[src/rtl/apb_fifo_slave_pkg.sv]
// ---------------------------------------------------------------------------
// apb_fifo_slave_pkg
// Shared constants for the APB FIFO completer.
//   - reg_sel_t : 2-bit register select, taken from PADDR[3:2]
//   - *_OFS     : register select codes (byte offsets 0x0/0x4/0x8/0xC)
//   - FSR_* / FCR_* : bit positions inside the status and control registers
// ---------------------------------------------------------------------------
package apb_fifo_slave_pkg;

   typedef logic [1:0] reg_sel_t;

   // Word-select codes; byte offset = code * 4.
   localparam reg_sel_t FSR_OFS = 2'd0;
   localparam reg_sel_t FWD_OFS = 2'd1;
   localparam reg_sel_t FRD_OFS = 2'd2;
   localparam reg_sel_t FCR_OFS = 2'd3;

   // FSR layout
   localparam int FSR_EMPTY   = 0;
   localparam int FSR_FULL    = 1;
   localparam int FSR_OVF     = 2;
   localparam int FSR_UNF     = 3;
   localparam int FSR_CNT_LSB = 8;
   localparam int FSR_CNT_W   = 8;

   // FCR layout
   localparam int FCR_CLEAR   = 0;
   localparam int FCR_IE      = 1;

endpackage

[src/rtl/apb_fifo_slave_fifo_core.sv]
// ---------------------------------------------------------------------------
// fifo_core
// Synchronous DEPTH x 32 FIFO with a combinational head output.
// Ports:
//   clk, rst     : clock, asynchronous active-high reset (pointers/count only)
//   push, pop    : ignored when full / empty respectively
//   clear        : synchronous flush of pointers and count, overrides push/pop
//   wdata        : data pushed on push
//   rdata        : current head entry (combinational, undefined when empty)
//   empty, full  : status
//   count        : number of stored entries, log2(DEPTH)+1 bits
// Storage contents are intentionally not reset.
// ---------------------------------------------------------------------------
module fifo_core #(
   parameter int DEPTH = 8
) (
   input  logic                     clk,
   input  logic                     rst,
   input  logic                     push,
   input  logic                     pop,
   input  logic                     clear,
   input  logic [31:0]              wdata,
   output logic [31:0]              rdata,
   output logic                     empty,
   output logic                     full,
   output logic [$clog2(DEPTH):0]   count
);

   localparam int AW = $clog2(DEPTH);
   localparam logic [AW:0] FULL_CNT = DEPTH[AW:0];

   logic [31:0]   mem [DEPTH];
   logic [AW-1:0] wr_ptr;
   logic [AW-1:0] rd_ptr;
   logic          do_push;
   logic          do_pop;

   assign empty   = (count == '0);
   assign full    = (count == FULL_CNT);
   assign do_push = push & ~full & ~clear;
   assign do_pop  = pop & ~empty & ~clear;
   assign rdata   = mem[rd_ptr];

   // Pointers are exactly AW bits wide, so they wrap at DEPTH on their own.
   always_ff @(posedge clk or posedge rst) begin
      if (rst) begin
         wr_ptr <= '0;
         rd_ptr <= '0;
         count  <= '0;
      end else if (clear) begin
         wr_ptr <= '0;
         rd_ptr <= '0;
         count  <= '0;
      end else begin
         if (do_push) wr_ptr <= wr_ptr + 1'b1;
         if (do_pop)  rd_ptr <= rd_ptr + 1'b1;
         case ({do_push, do_pop})
            2'b10:   count <= count + 1'b1;
            2'b01:   count <= count - 1'b1;
            default: count <= count;
         endcase
      end
   end

   always_ff @(posedge clk) begin
      if (do_push) mem[wr_ptr] <= wdata;
   end

endmodule

[src/rtl/apb_fifo_slave.sv]
// ---------------------------------------------------------------------------
// apb_fifo_slave
// APB completer exposing a DEPTH-entry 32-bit FIFO through four registers:
//   0x0 FSR  status: empty, full, overflow(W1C), underflow(W1C), count[15:8]
//   0x4 FWD  write pushes, reads 0
//   0x8 FRD  read pops head, writes ignored
//   0xC FCR  [0] clear (write-1 action, reads 0), [1] ie
// Ports:
//   PCLK, PRESET          : clock, asynchronous active-high reset
//   PADDR/PSEL/PENABLE/PWRITE/PWDATA : APB request
//   PRDATA, PREADY        : APB response
//   PSLVERR               : only when APB_FIFO_SLAVE_PSLVERR_EN is defined
//   irq                   : level interrupt, FCR.ie & ~empty
// Build option: `define APB_FIFO_SLAVE_PSLVERR_EN adds PSLVERR and rejects
// accesses with PADDR[ADDR_W-1:4] != 0; otherwise offsets alias by PADDR[3:2].
//
// Handshake: a transfer is SETUP (PSEL & ~PENABLE) followed by one or more
// ACCESS cycles (PSEL & PENABLE); it completes on the clock edge where
// PSEL & PENABLE & PREADY is high, and every side effect happens on that edge
// only. PREADY rises after WAIT_STATES stalled ACCESS cycles.
// ---------------------------------------------------------------------------
module apb_fifo_slave
   import apb_fifo_slave_pkg::*;
#(
   parameter int DEPTH       = 8,
   parameter int WAIT_STATES = 0,
   parameter int ADDR_W      = 4
) (
   input  logic              PCLK,
   input  logic              PRESET,
   input  logic [ADDR_W-1:0] PADDR,
   input  logic              PSEL,
   input  logic              PENABLE,
   input  logic              PWRITE,
   input  logic [31:0]       PWDATA,
   output logic [31:0]       PRDATA,
   output logic              PREADY,
`ifdef APB_FIFO_SLAVE_PSLVERR_EN
   output logic              PSLVERR,
`endif
   output logic              irq
);

   localparam int          CW = $clog2(DEPTH) + 1;
   localparam logic [3:0]  WS = WAIT_STATES[3:0];

   logic [3:0]    wait_cnt;
   logic          access;
   logic          done;
   reg_sel_t      sel;
   logic          oor;
   logic          hit;

   logic          wr_fsr, wr_fwd, wr_fcr, rd_frd;
   logic          ovf_q, unf_q, ie_q;

   logic [31:0]   head;
   logic          empty, full;
   logic [CW-1:0] count;
   logic          fifo_push, fifo_pop, fifo_clear;

   logic [31:0]          rd_word;
   logic [FSR_CNT_W-1:0] cnt_ext;
   logic                 unused_paddr;

   // Gating with PRESET keeps the response idle while reset is held, even if
   // the bus is parked in ACCESS.
   assign access = PSEL & PENABLE & ~PRESET;
   assign PREADY = access & (wait_cnt == WS);
   assign done   = PREADY;
   assign sel    = PADDR[3:2];
   assign unused_paddr = ^PADDR;

`ifdef APB_FIFO_SLAVE_PSLVERR_EN
   if (ADDR_W > 4) begin : g_oor
      assign oor = |PADDR[ADDR_W-1:4];
   end else begin : g_no_oor
      assign oor = 1'b0;
   end
`else
   assign oor = 1'b0;
`endif

   assign hit    = ~oor;
   assign wr_fsr = done &  PWRITE & hit & (sel == FSR_OFS);
   assign wr_fwd = done &  PWRITE & hit & (sel == FWD_OFS);
   assign wr_fcr = done &  PWRITE & hit & (sel == FCR_OFS);
   assign rd_frd = done & ~PWRITE & hit & (sel == FRD_OFS);

   // Counter runs only while stalled in ACCESS; SETUP, completion, idle and a
   // dropped PSEL all return it to zero.
   always_ff @(posedge PCLK or posedge PRESET) begin
      if (PRESET)                wait_cnt <= '0;
      else if (access & ~PREADY) wait_cnt <= wait_cnt + 1'b1;
      else                       wait_cnt <= '0;
   end

   always_ff @(posedge PCLK or posedge PRESET) begin
      if (PRESET) begin
         ovf_q <= 1'b0;
         unf_q <= 1'b0;
         ie_q  <= 1'b0;
      end else begin
         ovf_q <= (ovf_q & ~(wr_fsr & PWDATA[FSR_OVF])) | (wr_fwd & full);
         unf_q <= (unf_q & ~(wr_fsr & PWDATA[FSR_UNF])) | (rd_frd & empty);
         if (wr_fcr) ie_q <= PWDATA[FCR_IE];
      end
   end

   assign fifo_push  = wr_fwd;
   assign fifo_pop   = rd_frd;
   assign fifo_clear = wr_fcr & PWDATA[FCR_CLEAR];

   fifo_core #(.DEPTH(DEPTH)) u_fifo_core (
      .clk   (PCLK),
      .rst   (PRESET),
      .push  (fifo_push),
      .pop   (fifo_pop),
      .clear (fifo_clear),
      .wdata (PWDATA),
      .rdata (head),
      .empty (empty),
      .full  (full),
      .count (count)
   );

   always_comb begin
      rd_word          = '0;
      cnt_ext          = '0;
      cnt_ext[CW-1:0]  = count;
      case (sel)
         FSR_OFS: begin
            rd_word[FSR_EMPTY] = empty;
            rd_word[FSR_FULL]  = full;
            rd_word[FSR_OVF]   = ovf_q;
            rd_word[FSR_UNF]   = unf_q;
            rd_word[FSR_CNT_LSB +: FSR_CNT_W] = cnt_ext;
         end
         FRD_OFS: if (!empty) rd_word = head;
         FCR_OFS: rd_word[FCR_IE] = ie_q;
         default: rd_word = '0;
      endcase
   end

   assign PRDATA = (access & ~PWRITE & hit) ? rd_word : '0;

`ifdef APB_FIFO_SLAVE_PSLVERR_EN
   assign PSLVERR = done & (oor
                          | (PWRITE  & (sel == FWD_OFS) & full)
                          | (~PWRITE & (sel == FRD_OFS) & empty));
`endif

   assign irq = ie_q & ~empty;

endmodule

[config.mk]
export PLATFORM = sky130hd
export DESIGN_NAME = apb_fifo_slave
export DESIGN_NICKNAME = d
export VERILOG_FILES = /design/src/rtl/apb_fifo_slave_pkg.sv /design/src/rtl/apb_fifo_slave_fifo_core.sv /design/src/rtl/apb_fifo_slave.sv
export SDC_FILE = /design/constraint.sdc
export NUM_CORES = 1
export LEC_CHECK = 0
export CORE_AREA = 2 2 134 149
export CTS_CLUSTER_DIAMETER = 30
export DETAILED_ROUTE_END_ITERATION = 12
export DIE_AREA = 0 0 136 151
export GPL_TIMING_DRIVEN = 0
export PLACE_DENSITY = 0.83
export SETUP_SLACK_MARGIN = 0.3
export SLEW_MARGIN = 20
export SYNTH_ARGS = -nofsm -noshare
export SYNTH_HDL_FRONTEND = slang
export SYNTH_SLANG_ARGS = --single-unit
[constraint.sdc]
create_clock -name PCLK -period 5.8 [get_ports PCLK]
set_input_delay 1.45 -clock PCLK [delete_from_list [all_inputs] [get_ports PCLK]]
set_output_delay 1.45 -clock PCLK [all_outputs]
set_load 0.05 [all_outputs]
==> flow_summary.json, run 1 <==
{
  "drt_pre_antenna_iters": 5,
  "r2r.worst_path.cells": 8,
  "post_cts_hold_buffer_count": 0,
  "worstSetupStartpointType": "input port",
  "ir_drop_mv": 0.3493,
  "clock_share_of_power": 0.463,
  "rows": 53,
  "final_max_slew_viol_count": 0,
  "dr_total_vias": 5806,
  "timing_worst_slew_pin_value_ns": 0.9372,
  "period_share": 0.9366,
  "ys_async_sr_fraction": 0.06227,
  "switchingPower_mw": 1.204,
  "critical_path_arrival_ns": 3.98,
  "post-route-worst-setup-slack_ns": 0.3675,
  "power.switching_fraction": 0.2284,
  "period_minus_slack_ns": 5.433,
  "avgSynthCellArea_um2": 20.49,
  "core_area_mm2": 0.01897,
  "clock.fmax_mhz": 184.1,
  "cts_inserted_buffers": 40,
  "post_detailed_placement_half_perimeter_wirelength_um": 14630,
  "cts_post_setup_buffers_inserted": 0,
  "design.portCount": 75,
  "synth_seq_area_share": 0.7512,
  "io_buffers": 72,
  "synth_instances": 527,
  "synthesized_netlist_net_count": 573,
  "die_h_um": 151,
  "internal_power_mw": 4.068,
  "die_width_um": 136,
  "syn_area_mm2": 0.01080,
  "drt_drc_violations_left": 0,
  "critical_path_sink_type": "output pin",
  "p_leak_nw": 4.550,
  "rsz0062_at_grt": "no",
  "slew_headroom": 0.3752,
  "worstHoldPathType": "flip-flop to flip-flop",
  "globalRoute.totalOverflow": 0,
  "place.gp.congestion": 0.8117,
  "yosys_register_bits": 273,
  "whs_path_depth": 1,
  "cts_tree": "yes",
  "detail_route.wl_per_cell_um": 26.09,
  "timing.final.setup_violations": 0,
  "cts_buffer_depth": 3,
  "final_nets": 703,
  "detailedPlace.worstSlack_ns": 0.08029,
  "power.share.sequential": 0.420,
  "cap_viol_max_count": 0,
  "synth_enable_flop_cells": 256,
  "syn2layout_area_growth_pct": 25.18,
  "vias_per_cell": 6.196,
  "status": "finished clean",
  "share_of_layout_cells_above_drive_strength_1": 0.2612,
  "clock_sink_count": 273,
  "final-hold-violation-count": 0,
  "htreeDepth": 2,
  "clock_latency_ns": 0.52,
  "comb_power_share": 0.117,
  "finalSetupTns_ns": 0,
  "top_flip_flop_cell_by_instance_count_after_synthesis": "sky130_fd_sc_hd__edfxtp_1",
  "cp_max_fo": 10,
  "power-per-cell-area_mw_per_mm2": 390.0,
  "nFillCells": 1127,
  "detail_route.wirelength_um": 24450,
  "clock-skew-final_ns": 0.02503,
  "clkTransAtPathRegs_ns": 0.05,
  "largest_net_degree_at_the_start_of_global_routing": 20,
  "antenna_found_initial": 1,
  "grt_first_pass_wirelength_um": 36540,
  "cts_root_buffer": "sky130_fd_sc_hd__clkbuf_16",
  "grtUsageTotal": 0.2487,
  "synth-warning-count": 0,
  "ant_nets": 0,
  "register_area_mm2": 0.008113,
  "yosys.cell_types.count": 44,
  "via_count_of_the_first_global_routing_pass": 6082,
  "multi_input_area_mm2": 0.002624,
  "floorplan.initialDensity": 0.5694,
  "critical_path_required_ns": 4.35,
  "die_area_mm2": 0.02054,
  "setup.worst_path.class": "input port to output pin",
  "drt-initial-drc-count": 539
}
## final timing paths
path                              from                endpoint  slack [ns]
setup / recovery                PRESET              PRDATA[18]        0.37
hold / removal             wait_cnt[0]             wait_cnt[0]        0.50
setup reg to reg           wait_cnt[0]  u_fifo_core.mem[1][16]        2.24
hold reg to reg            wait_cnt[0]             wait_cnt[0]        0.50
max in group asynchronous       PRESET             wait_cnt[1]        3.95
min in group asynchronous       PRESET                   unf_q        1.40
## sequential cells by signal, summed over array words and instances (netlist names)
register	flops
ie_q	1
wait_cnt	4
u_fifo_core.mem	256
u_fifo_core.wr_ptr	3
ovf_q	1
u_fifo_core.count	4
u_fifo_core.rd_ptr	3
unf_q	1
## kinds of logic after synthesis
logic type / share of synthesized area
buf+inv: 0.01147
fa+ha+maj: 0.005793
xor+xnor: 0.005677
flops: 0.7512
mux: 0.1660
simple gates: 0.04855
compound gates: 0.01124
## metrics by stage
| stage | util | area, um2 | power, mW | hold slack [ns] | std cells |
|---|---|---|---|---|---|
| detailed placement | 0.6416 | 12170 | 2.866 | 0.4807 | 862 |
| global route | 0.7126 | 13520 | 5.439 | 0.5229 | 936 |
| finish | 0.7128 | 13520 | 5.273 | 0.5006 | 937 |
| global placement | 0.6237 | 11830 | 2.835 | 0.4708 | 846 |
| CTS | 0.7126 | 13510 | 5.310 | 0.4926 | 936 |
| floorplan | - | 10800 | 2.694 | 0.4560 | 527 |
## power groups by stage
stage          Sequential (mW)  Clock [mW]  Combinational (mW)
2_1_floorplan             2.24           0               0.451
3_3_place_gp              2.25           0               0.588
3_5_place_dp              2.25           0               0.615
4_1_cts                   2.21        2.47               0.628
5_1_grt                   2.22        2.55               0.668
6_report                  2.22        2.44               0.616
## cells in the mapped netlist (3+ instances only)
| cell type | number | area share |
|---|---|---|
| sky130_fd_sc_hd__nor2_1 | 41 | 0.014 |
| sky130_fd_sc_hd__clkbuf_1 | 10 | 0.0035 |
| sky130_fd_sc_hd__buf_2 | 12 | 0.0056 |
| sky130_fd_sc_hd__edfxtp_1 | 256 | 0.71 |
| sky130_fd_sc_hd__ha_1 | 5 | 0.0058 |
| sky130_fd_sc_hd__xor2_1 | 5 | 0.0041 |
| sky130_fd_sc_hd__nor3_1 | 7 | 0.0032 |
| sky130_fd_sc_hd__nand2b_1 | 5 | 0.0029 |
| sky130_fd_sc_hd__mux2i_1 | 34 | 0.032 |
| sky130_fd_sc_hd__nand2_1 | 15 | 0.0052 |
| sky130_fd_sc_hd__o21ai_0 | 10 | 0.0046 |
| sky130_fd_sc_hd__buf_1 | 3 | 0.0010 |
| sky130_fd_sc_hd__mux4_2 | 64 | 0.13 |
| sky130_fd_sc_hd__inv_1 | 4 | 0.0014 |
| sky130_fd_sc_hd__dfrtp_1 | 17 | 0.039 |
| sky130_fd_sc_hd__nand3_1 | 7 | 0.0032 |
## repair_timing
action / CTS / global route
endpoints found under the hold margin: 0 / 0
endpoints found under the setup margin: 32 / 10
gates resized for setup: 30 / 15
## metal layers
layer | vias to the layer above | GRT usage | routed length (um)
met1 | 2994 | 0.3142 | 9051
li1 | 2431 | - | -
met4 | 0 | 0.1104 | 950
met5 | - | 0 | 0
met3 | 75 | 0.05522 | 1915
met2 | 306 | 0.4176 | 12530
## final cells by class
type	count	area share
Sequential cell	273	0.6001
Buffer	25	0.008053
Tap cell	247	0.02286
Inverter	4	0.001111
Clock inverter	22	0.01990
Multi-Input combinational cell	225	0.1941
Timing Repair Buffer	88	0.07173
Clock buffer	52	0.08191
Antenna cell	1	0.0001851
## layout by cell type, fill, tap and decap left out, drive strengths merged, types with 2 or more instances in the layout
master | synthesis | final
buf | 15 | 31
bufinv | 0 | 5
clkbuf | 10 | 65
clkdlybuf4s15 | 0 | 4
clkdlybuf4s50 | 0 | 40
clkinv | 0 | 9
clkinvlp | 0 | 3
dfrtp | 17 | 17
dlygate4sd2 | 0 | 22
dlymetal6s2s | 0 | 3
edfxtp | 256 | 256
ha | 5 | 5
inv | 4 | 9
mux2i | 34 | 34
mux4 | 64 | 64
nand2 | 17 | 17
nand2b | 6 | 6
nand3 | 7 | 7
nand3b | 2 | 2
nand4 | 2 | 2
nor2 | 41 | 41
nor2b | 2 | 2
nor3 | 7 | 7
nor4 | 3 | 3
o21ai | 10 | 10
xnor2 | 2 | 2
xor2 | 5 | 5
## worst max-delay path, cell delays in order
cell,delay [ns]
sky130_fd_sc_hd__clkdlybuf4s50_1,0.45
sky130_fd_sc_hd__nand3b_4,0.26
sky130_fd_sc_hd__or4_1,0.53
sky130_fd_sc_hd__clkbuf_1,0.21
sky130_fd_sc_hd__buf_2,0.28
sky130_fd_sc_hd__nor2_1,0.26
sky130_fd_sc_hd__clkdlybuf4s15_1,0.54
Note: power is estimated with default switching activity, not from simulation.
==> run 2: changes to the inputs <==
--- a/config.mk
+++ b/config.mk
@@ -11,8 +11,10 @@
 export DIE_AREA = 0 0 136 151
 export GPL_TIMING_DRIVEN = 0
 export PLACE_DENSITY = 0.83
+export REMOVE_ABC_BUFFERS = 1
 export SETUP_SLACK_MARGIN = 0.3
 export SLEW_MARGIN = 20
 export SYNTH_ARGS = -nofsm -noshare
 export SYNTH_HDL_FRONTEND = slang
 export SYNTH_SLANG_ARGS = --single-unit
+export TNS_END_PERCENT = 1
==> flow_summary.json, run 2 (synthesis gave the netlist of run 1 again) <==
{
  "comb_power_share": 0.101,
  "post_cts_hold_buffer_count": 0,
  "finalSetupTns_ns": 0,
  "timing_worst_slew_pin_value_ns": 1.114,
  "status": "finished clean",
  "final_max_slew_viol_count": 0,
  "die_h_um": 151,
  "worstSetupEndpoint": "PRDATA[31]",
  "clkTransAtPathRegs_ns": 0.05,
  "cts_root_buffer": "sky130_fd_sc_hd__clkbuf_16",
  "total_power_mw": 5.293,
  "clock_sink_count": 273,
  "critical_path_arrival_ns": 4.26,
  "switchingPower_mw": 1.279,
  "cpPeakStageDelay_ns": 0.85,
  "htreeDepth": 2,
  "drt_pre_antenna_iters": 4,
  "ir_drop_mv": 0.3076,
  "period_minus_slack_ns": 5.714,
  "power-per-cell-area_mw_per_mm2": 391.2,
  "worstSetupStartpointType": "input port",
  "period_share": 0.9852,
  "final_nets": 685,
  "cts_buffer_depth": 3,
  "reg_top3": "u_fifo_core.mem: 256 flops, u_fifo_core.count: 4 flops, wait_cnt: 4 flops",
  "design.portCount": 75,
  "io_buffers": 72,
  "startpoint": "PADDR[3]",
  "detail_route.wl_per_cell_um": 26.10,
  "syn2layout_area_growth_pct": 25.30,
  "worst-r2r-setup-slack_ns": 2.56,
  "via_count_of_the_first_global_routing_pass": 6069,
  "crit_cells": 5,
  "whs_path_depth": 1,
  "max_reg_flops": 256,
  "rows": 53,
  "post_detailed_placement_half_perimeter_wirelength_um": 13220,
  "library_cell_contributing_the_largest_single_delay_on_the_critical_path": "sky130_fd_sc_hd__clkdlybuf4s50_1",
  "antenna_found_initial": 0,
  "clock_latency_ns": 0.52,
  "r2r.worst_path.cells": 8,
  "critical_path.n_buffers_inverters": 2,
  "cts_inserted_buffers": 43,
  "drt-initial-drc-count": 431,
  "globalRoute.totalOverflow": 0,
  "timing.final.setup_violations": 0,
  "final-hold-violation-count": 0,
  "post-route-worst-setup-slack_ns": 0.08607,
  "die_area_mm2": 0.02054,
  "critical_path_required_ns": 4.35,
  "cp_max_fo": 32,
  "die_width_um": 136,
  "fin_hold_ws_ns": 0.5035,
  "leading_cell_type_in_the_layout_fill_and_taps_excluded": "sky130_fd_sc_hd__edfxtp_1",
  "crit_top_cell": "sky130_fd_sc_hd__clkdlybuf4s50_1",
  "power.switching_fraction": 0.2417,
  "rr_endpoint": "u_fifo_core.mem[1][22]",
  "commonest_cells_after_routing_fill_and_taps_aside": "sky130_fd_sc_hd__edfxtp_1 (256), sky130_fd_sc_hd__clkdlybuf4s50_1 (70), sky130_fd_sc_hd__mux4_2 (64), sky130_fd_sc_hd__clkbuf_16 (43), sky130_fd_sc_hd__nor2_1 (35)",
  "dr_total_vias": 5589,
  "regMostFlops": "u_fifo_core.mem",
  "slew_headroom": 0.2504,
  "internal_power_mw": 4.014,
  "drt_drc_violations_left": 0,
  "largest_net_degree_at_the_start_of_global_routing": 41,
  "clock-skew-final_ns": 0.01391,
  "path_cells": "clkdlybuf4s50_1 -> nand2b_1 -> or4_4 -> nor2_1 -> clkdlybuf4s50_1",
  "p_leak_nw": 4.364,
  "grt_first_pass_wirelength_um": 35720,
  "setup.worst_path.class": "input port to output pin",
  "grtUsageTotal": 0.2438,
  "worstHoldPathType": "flip-flop to flip-flop",
  "place.gp.congestion": 0.7593,
  "floorplan.initialDensity": 0.5694,
  "diodes": 0,
  "critical_path.top_delay_family": "buffers and inverters",
  "critical_path_sink_type": "output pin",
  "nFillCells": 1135,
  "cts_tree": "yes",
  "share_of_layout_cells_above_drive_strength_1": 0.2697,
  "rsz0062_at_grt": "yes",
  "ant_nets": 0,
  "cts_post_setup_buffers_inserted": 0,
  "clock.fmax_mhz": 175.0,
  "clock_share_of_power": 0.466,
  "cap_viol_max_count": 0,
  "vias_per_cell": 6.088,
  "core_area_mm2": 0.01897,
  "critical_path.reg2reg.startpoint": "wait_cnt[0]",
  "detailedPlace.worstSlack_ns": -0.2607,
  "detail_route.wirelength_um": 23960,
  "power.share.sequential": 0.433
}
run 2: cell count changes in the layout (fill, tap and decap cells not counted), sizes merged:
cell,change
dlymetal6s2s,-2
clkdlybuf4s15,-4
bufinv,-2
clkinv,+4
dlygate4sd2,-21
clkinvlp,+3
diode,-1
inv,+6
clkdlybuf4s50,+30
buf,-11
clkbuf,-21
run 2: repair_timing:
item / in CTS / in global routing
resized for setup: 2 / 1
setup endpoints to repair: 32 / 32
gates cloned: 0 / 0
hold endpoints to repair: 0 / 0
run 2: worst min path at each step:
stage	startpoint	end	slack [ns]
floorplan	unf_q	unf_q	0.46
global placement	unf_q	unf_q	0.47
detailed placement	unf_q	unf_q	0.49
CTS	unf_q	unf_q	0.50
global route	unf_q	unf_q	0.52
finish	wait_cnt[0]	wait_cnt[0]	0.50
run 2: layout make-up:
type / count / area [um2] / area share
clock buffers: 44 / 1080 / 0.07980
clock inverters: 33 / 326.6 / 0.02413
repair buffers: 92 / 1056 / 0.07804
multi-input cells: 225 / 2621 / 0.1937
well taps: 247 / 309.0 / 0.02284
inverters: 4 / 15.01 / 0.001110
flip-flops and latches: 273 / 8124 / 0.6004
run 2: power groups by stage:
stage / clock network, mW / registers [mW] / logic [mW]
after floorplan: 0 / 2.33 / 0.367
after detailed placement: 0 / 2.33 / 0.524
after CTS: 2.51 / 2.30 / 0.537
after global placement: 0 / 2.37 / 0.473
final: 2.47 / 2.29 / 0.533
after global routing: 2.58 / 2.31 / 0.569
run 2: per-layer routing:
metal	share of wire	GRT usage	wire, um
met2	0.53	0.4219	12790
met5	0	0	0
met4	0.035	0.1000	840
met1	0.37	0.2992	8841
met3	0.062	0.05489	1483
run 2: stage by stage:
step / instances / cell area [um2] / util
global route: 918 / 13530 / 0.7135
global placement: 821 / 11720 / 0.6180
floorplan: 502 / 10690 / -
finish: 918 / 13530 / 0.7135
detailed placement: 841 / 12120 / 0.6391
CTS: 918 / 13530 / 0.7134
